File: src/rtl/sha256_msg_padder_if.sv
// Memory read port and padded-word stream of the SHA-256 message padder.
// master = padder side, slave = memory + hash core side.
interface sha256_msg_padder_if;
  logic [15:0] mem_addr;
  logic        mem_re;
  logic [31:0] mem_read_data;
  logic        w_valid;
  logic        w_ready;
  logic [31:0] w_data;
  logic [3:0]  w_idx;
  logic        blk_last;

  modport master (
    output mem_addr, mem_re,
    output w_valid, w_data, w_idx, blk_last,
    input  mem_read_data, w_ready
  );

  modport slave (
    input  mem_addr, mem_re,
    input  w_valid, w_data, w_idx, blk_last,
    output mem_read_data, w_ready
  );
endinterface

File: src/rtl/sha256_msg_padder.sv
// Streams a NUM_OF_WORDS-word message from memory as SHA-256 padded
// 512-bit blocks: data, 0x80000000, zero fill, 64-bit bit length.
module sha256_msg_padder #(
  parameter int NUM_OF_WORDS = 20
) (
  input  logic        clk,
  input  logic        reset_n,
  input  logic        start,
  input  logic [15:0] message_addr,
  output logic        busy,
  output logic        done,
  sha256_msg_padder_if.master bus
);

  localparam int NB    = (NUM_OF_WORDS + 3 + 15) / 16;
  localparam int TOTAL = 16 * NB;

  localparam logic [15:0] N_W    = 16'(NUM_OF_WORDS);
  localparam logic [15:0] LAST_G = 16'(TOTAL - 1);
  localparam logic [15:0] BLK0_G = 16'(TOTAL - 16);
  localparam logic [31:0] LEN_W  = 32'(NUM_OF_WORDS) << 5;

  localparam logic [2:0] S_IDLE = 3'd0;
  localparam logic [2:0] S_RD   = 3'd1;
  localparam logic [2:0] S_CAP  = 3'd2;
  localparam logic [2:0] S_OUT  = 3'd3;
  localparam logic [2:0] S_FIN  = 3'd4;

  logic [2:0]  state_q, state_d;
  logic [15:0] g_q, g_d;
  logic [15:0] base_q, base_d;
  logic [31:0] wdata_q, wdata_d;

  logic        rd_hit;
  logic [31:0] pad_w;

  assign rd_hit = (state_q == S_RD) && (g_q < N_W);

  // Length high word is always zero, so only two pad words are non-zero
  always_comb begin
    pad_w = 32'h0;
    if (g_q == N_W)
      pad_w = 32'h8000_0000;
    else if (g_q == LAST_G)
      pad_w = LEN_W;
  end

  always_comb begin
    state_d = state_q;
    g_d     = g_q;
    base_d  = base_q;
    wdata_d = wdata_q;
    case (state_q)
      S_IDLE: begin
        if (start) begin
          base_d  = message_addr;
          g_d     = 16'd0;
          state_d = S_RD;
        end
      end
      S_RD: begin
        if (rd_hit) begin
          state_d = S_CAP;
        end else begin
          wdata_d = pad_w;
          state_d = S_OUT;
        end
      end
      S_CAP: begin
        wdata_d = bus.mem_read_data;
        state_d = S_OUT;
      end
      S_OUT: begin
        if (bus.w_ready) begin
          if (g_q == LAST_G) begin
            state_d = S_FIN;
          end else begin
            g_d     = g_q + 16'd1;
            state_d = S_RD;
          end
        end
      end
      S_FIN:   state_d = S_IDLE;
      default: state_d = S_IDLE;
    endcase
  end

  always_ff @(posedge clk or negedge reset_n) begin
    if (!reset_n) begin
      state_q <= S_IDLE;
      g_q     <= 16'd0;
      base_q  <= 16'd0;
      wdata_q <= 32'd0;
    end else begin
      state_q <= state_d;
      g_q     <= g_d;
      base_q  <= base_d;
      wdata_q <= wdata_d;
    end
  end

  assign bus.mem_re   = rd_hit;
  assign bus.mem_addr = rd_hit ? (base_q + g_q) : 16'd0;
  assign bus.w_valid  = (state_q == S_OUT);
  assign bus.w_data   = wdata_q;
  assign bus.w_idx    = g_q[3:0];
  assign bus.blk_last = bus.w_valid && (g_q >= BLK0_G);
  assign busy         = (state_q != S_IDLE);
  assign done         = (state_q == S_FIN);

endmodule

File: src/flat_wrapper.sv
// flat-port wrapper written by rule: the top's interface ports become plain ports
module sha256_msg_padder_flat 
#(
  parameter int NUM_OF_WORDS = 20
)
  (clk, reset_n, start, message_addr, busy, done, bus_mem_addr, bus_mem_re, bus_w_valid, bus_w_data, bus_w_idx, bus_blk_last, bus_mem_read_data, bus_w_ready);
  sha256_msg_padder_if bus_i ();
  input  logic clk;
  input  logic reset_n;
  input  logic start;
  input  logic [15:0] message_addr;
  output logic busy;
  output logic done;
  output wire logic [$bits(bus_i.mem_addr)-1:0] bus_mem_addr;
  output wire logic [$bits(bus_i.mem_re)-1:0] bus_mem_re;
  output wire logic [$bits(bus_i.w_valid)-1:0] bus_w_valid;
  output wire logic [$bits(bus_i.w_data)-1:0] bus_w_data;
  output wire logic [$bits(bus_i.w_idx)-1:0] bus_w_idx;
  output wire logic [$bits(bus_i.blk_last)-1:0] bus_blk_last;
  input wire logic [$bits(bus_i.mem_read_data)-1:0] bus_mem_read_data;
  input wire logic [$bits(bus_i.w_ready)-1:0] bus_w_ready;
  assign bus_mem_addr = bus_i.mem_addr;
  assign bus_mem_re = bus_i.mem_re;
  assign bus_w_valid = bus_i.w_valid;
  assign bus_w_data = bus_i.w_data;
  assign bus_w_idx = bus_i.w_idx;
  assign bus_blk_last = bus_i.blk_last;
  assign bus_i.mem_read_data = bus_mem_read_data;
  assign bus_i.w_ready = bus_w_ready;
  sha256_msg_padder #(.NUM_OF_WORDS(NUM_OF_WORDS)) u_core (.clk(clk), .reset_n(reset_n), .start(start), .message_addr(message_addr), .busy(busy), .done(done), .bus(bus_i));
endmodule
File: config.mk
export PLATFORM = sky130hd
export DESIGN_NAME = sha256_msg_padder_flat
export DESIGN_NICKNAME = d
export VERILOG_FILES = /design/src/rtl/sha256_msg_padder_if.sv /design/src/rtl/sha256_msg_padder.sv /design/src/flat_wrapper.sv
export SDC_FILE = /design/constraint.sdc
export NUM_CORES = 1
export LEC_CHECK = 0
export CORE_MARGIN = 4
export CORE_UTILIZATION = 35
export CTS_CLUSTER_DIAMETER = 50
export DETAILED_ROUTE_END_ITERATION = 10
export GPL_TIMING_DRIVEN = 0
export PLACE_DENSITY = 0.6
export REMOVE_ABC_BUFFERS = 1
export SETUP_SLACK_MARGIN = 0.05
export SLEW_MARGIN = 20
export SYNTH_ARGS = -nofsm -noshare
export SYNTH_HDL_FRONTEND = slang
export SYNTH_SLANG_ARGS = --single-unit
File: constraint.sdc
create_clock -name clk -period 2.54 [get_ports clk]
set_input_delay 0.381 -clock clk [delete_from_list [all_inputs] [get_ports clk]]
set_output_delay 0.381 -clock clk [all_outputs]
set_load 0.05 [all_outputs]
==> run_results.csv <==
group,metric,value,unit
timing,worst_pin_slew,0.723,ns
cells_and_area,area_delta_synth_final,56.4,%
cts,cts.sinks,67,
synth,postSynthCellCount,409,
cells_and_area,diodes,0,
synth,synth_edf_count,0,
cells_and_area,post-route-util,0.563,
synth,synth_area,3730,sq um
drt,drt_wl_total,11.0,mm
synth,synth_flop_cell,"dfrtp_1",
die,die_w,111,um
timing,slew_headroom,0.518,
timing,maxSlewViolCount,0,
synth,yosys.area.top_type,"dfrtp_1",
drt,ant_nets,0,
grt,grt_usage,0.174,
die,die-area,12400,sq um
cts,path_clk_slew,0.08,ns
placed_design,pre_cts_ws,-1.28,ns
timing,finClkSkew,0.00923,ns
die,io_pins,109,
cells_and_area,nNetsFinal,612,
placed_design,io_buffers,108,
power_and_ir_drop,p_leak,2.43,nW
worst_hold_path,hold_path_class,"input pin to async pin",
cells_and_area,final_cells,683,
run_status,violations,"negative setup slack",
drt,wl_per_cell,16.1,um
synth,synth_area_leaders,"dfrtp_1, nand2_1, o21ai_0",
timing,setup_ws,-0.342,ns
grt,grt_pass1_wl,17.7,mm
drt,num_vias,3463,
cells_and_area,drive_above_1_share,0.293,
timing,rsz0062_at_grt,"yes",
timing,max_freq,347,MHz
critical_path,end_kind,"output pin",
timing,fin_crit_sh,1.13,
die,start_util,0.360,
timing,min_period,2.88,ns
cts,numCtsBuffers,9,
critical_path,critical_path_class,"flip-flop to output pin",
die,core_area,10400,sq um
die,fp-row-count,37,
placed_design,gp_congestion,0.777,
critical_path,path_max_fanout,4,
placed_design,hpwlAfterDp,7.19,mm
timing,hold_viol,0,
power_and_ir_drop,powerDensity,1320,nW/um^2
critical_path,crit_chain,"ha_4, inv_2, fa_2, nor2b_2, o31a_1, buf_4, o41ai_4, o21ai_1, xnor2_1, nor2_1, buf_6",
run_status,status,"finished, violations left",
grt,grt_max_degree,40,
placed_design,dp.cells,633,
critical_path,arrival,2.50,ns
critical_path,worstSetupStartpointType,"flip-flop",
power_and_ir_drop,peakVddDrop,832,uV
critical_path,cpPeakStageDelay,0.43,ns
grt,antenna_found_initial,0,
drt,drc,0,
drt,drt_iter0_markers,180,
die,die_y,111,um
synth,yosysSeqAreaShare,0.449,
synth,ys_warn_count,0,
synth,yosys_register_bits,67,
grt,gr-total-overflow,0,
drt,first_pass_iters,4,
timing,finalSetupViolations,17,
synth,synth_cell_types,53,
cts,cts_root_buf,"clkbuf_8",
critical_path,crit_slowest_cell,"dfrtp_2",
grt,grt_pass1_vias,3424,
critical_path,crit_required,2.16,ns
cts,clock_path_buffers,2,
drt,vias_per_cell,5.07,
cts,cts.htree.levels,3,
synth,syn_area_per_cell,9.12,sq um
cts,clk_latency,0.35,ns
synth,synth_top_area_share,0.449,
flow_run,drv_cap,0,
critical_path,r2r_slack,0.10,ns
cts,tritoncts,"built",
synth,synthArstFlopShare,1.00,
-- layout by cell type, fill, tap and decap left out, types with 3 or more instances in the layout --
cell type / netlist / routed
o21ai_1: 3 / 7
o211ai_1: 3 / 3
a21oi_2: 0 / 3
nor2_4: 0 / 4
buf_8: 0 / 5
xnor2_1: 10 / 9
nor2_1: 35 / 26
a21oi_1: 13 / 10
nand3_1: 10 / 9
ha_4: 0 / 10
inv_1: 7 / 5
a21o_1: 3 / 3
mux2_2: 15 / 15
nand4_1: 6 / 6
ha_1: 17 / 6
o21ai_2: 1 / 4
buf_6: 0 / 18
clkbuf_8: 0 / 10
xor2_1: 8 / 7
and3_1: 5 / 5
dfrtp_1: 67 / 55
dfrtp_2: 0 / 12
nor2b_1: 5 / 3
clkdlybuf4s50_1: 0 / 89
nor3_1: 5 / 4
o21a_1: 4 / 4
buf_4: 4 / 29
o21ai_0: 45 / 38
nor2_2: 0 / 5
nand2_1: 73 / 71
nand2b_1: 3 / 3
or3_1: 5 / 5
-- cell type report --
type / count / area [sq um]
Inverter: 7 / 28.8
Clock buffer: 10 / 138
Tap cell: 136 / 170
Timing Repair Buffer: 143 / 1420
Multi-Input combinational cell: 314 / 2300
Clock inverter: 6 / 88.8
Sequential cell: 67 / 1690
Fill cell: 913 / 4530
-- stage by stage --
step	TNS [ns]	hold slack, ns	instance area, sq um	power [mW]
2_1_floorplan	-7.89	0.0854	3630	4.51
3_3_place_gp	-132.84	0.497	4880	5.79
3_5_place_dp	-18.50	0.337	4930	5.85
4_1_cts	-2.53	0.506	5580	7.40
5_1_grt	-5.66	0.522	5840	8.15
6_report	-3.95	0.501	5840	7.68
-- cell usage after synthesis (6+ instances only) --
cell type / instances
dfrtp_1: 67
nand3_1: 10
nand4_1: 6
nand2_1: 73
clkbuf_1: 16
a21oi_1: 13
inv_1: 7
ha_1: 17
nor2_1: 35
xnor2_1: 10
xor2_1: 8
o21ai_0: 45
mux2_2: 15
-- where the power goes --
group | internal [mW] | total [mW] | switching [mW]
Sequential | 1.51 | 1.86 | 0.346
Clock | 0.579 | 1.02 | 0.445
Combinational | 1.88 | 4.80 | 2.92
-- cells by family after synthesis --
group,count (synthesis),share of synthesized area
compound gates,94,0.153
xor+xnor,18,0.0423
fa+ha+maj,18,0.0624
buf+inv,29,0.0335
flops,67,0.449
mux,15,0.0453
simple gates,168,0.214
-- timing repair --
item,in CTS,in global routing
gates resized for setup,183,41
cloned,1,0
setup buffers,18,14
pin swaps,20,15
hold buffers,1,0
hold endpoints to repair,28,0
endpoints found under the setup margin,19,18
-- worst max-delay path, delay by kind of cell, from the launching register on --
family	cells	cell delay, ns
xor gates and xnor gates	1	0.15
AOI/OAI and AO/OA	3	0.67
and+or+nand+nor	2	0.17
buffers and inverters	3	0.38
DFF	1	0.43
adders and majority gates	2	0.36
-- path summary, 6_finish.rpt --
check | cells after the start | from | endpoint
setup reg to reg | 9 | u_core.g_q[13]$_DFFE_PN0P_ | u_core.bus.w_data[31]$_DFFE_PN0P_
setup / recovery | 11 | u_core.g_q[0]$_DFFE_PN0P_ | bus_mem_addr[10]
min in group clk | 1 | u_core.bus.w_data[7]$_DFFE_PN0P_ | u_core.bus.w_data[7]$_DFFE_PN0P_
hold reg to reg | 1 | u_core.bus.w_data[7]$_DFFE_PN0P_ | u_core.bus.w_data[7]$_DFFE_PN0P_
hold / removal | 2 | reset_n | u_core.bus.w_data[0]$_DFFE_PN0P_
max in group asynchronous | 3 | reset_n | u_core.g_q[0]$_DFFE_PN0P_
-- metal layers --
metal	wire length, um	up-vias	GRT usage
met1	4900	1687	0.232
met3	443	18	0.0289
met4	196	0	0.0535
met5	0	-	0
met2	5460	68	0.291
li1	-	1690	-
-- registers in the layout (all words and copies together) (netlist names) --
| name | flops |
|---|---|
| u_core.base_q | 16 |
| u_core.bus.w_data | 32 |
| u_core.g_q | 16 |
| u_core.state_q | 3 |
Note: power is estimated with default switching activity, not from simulation.
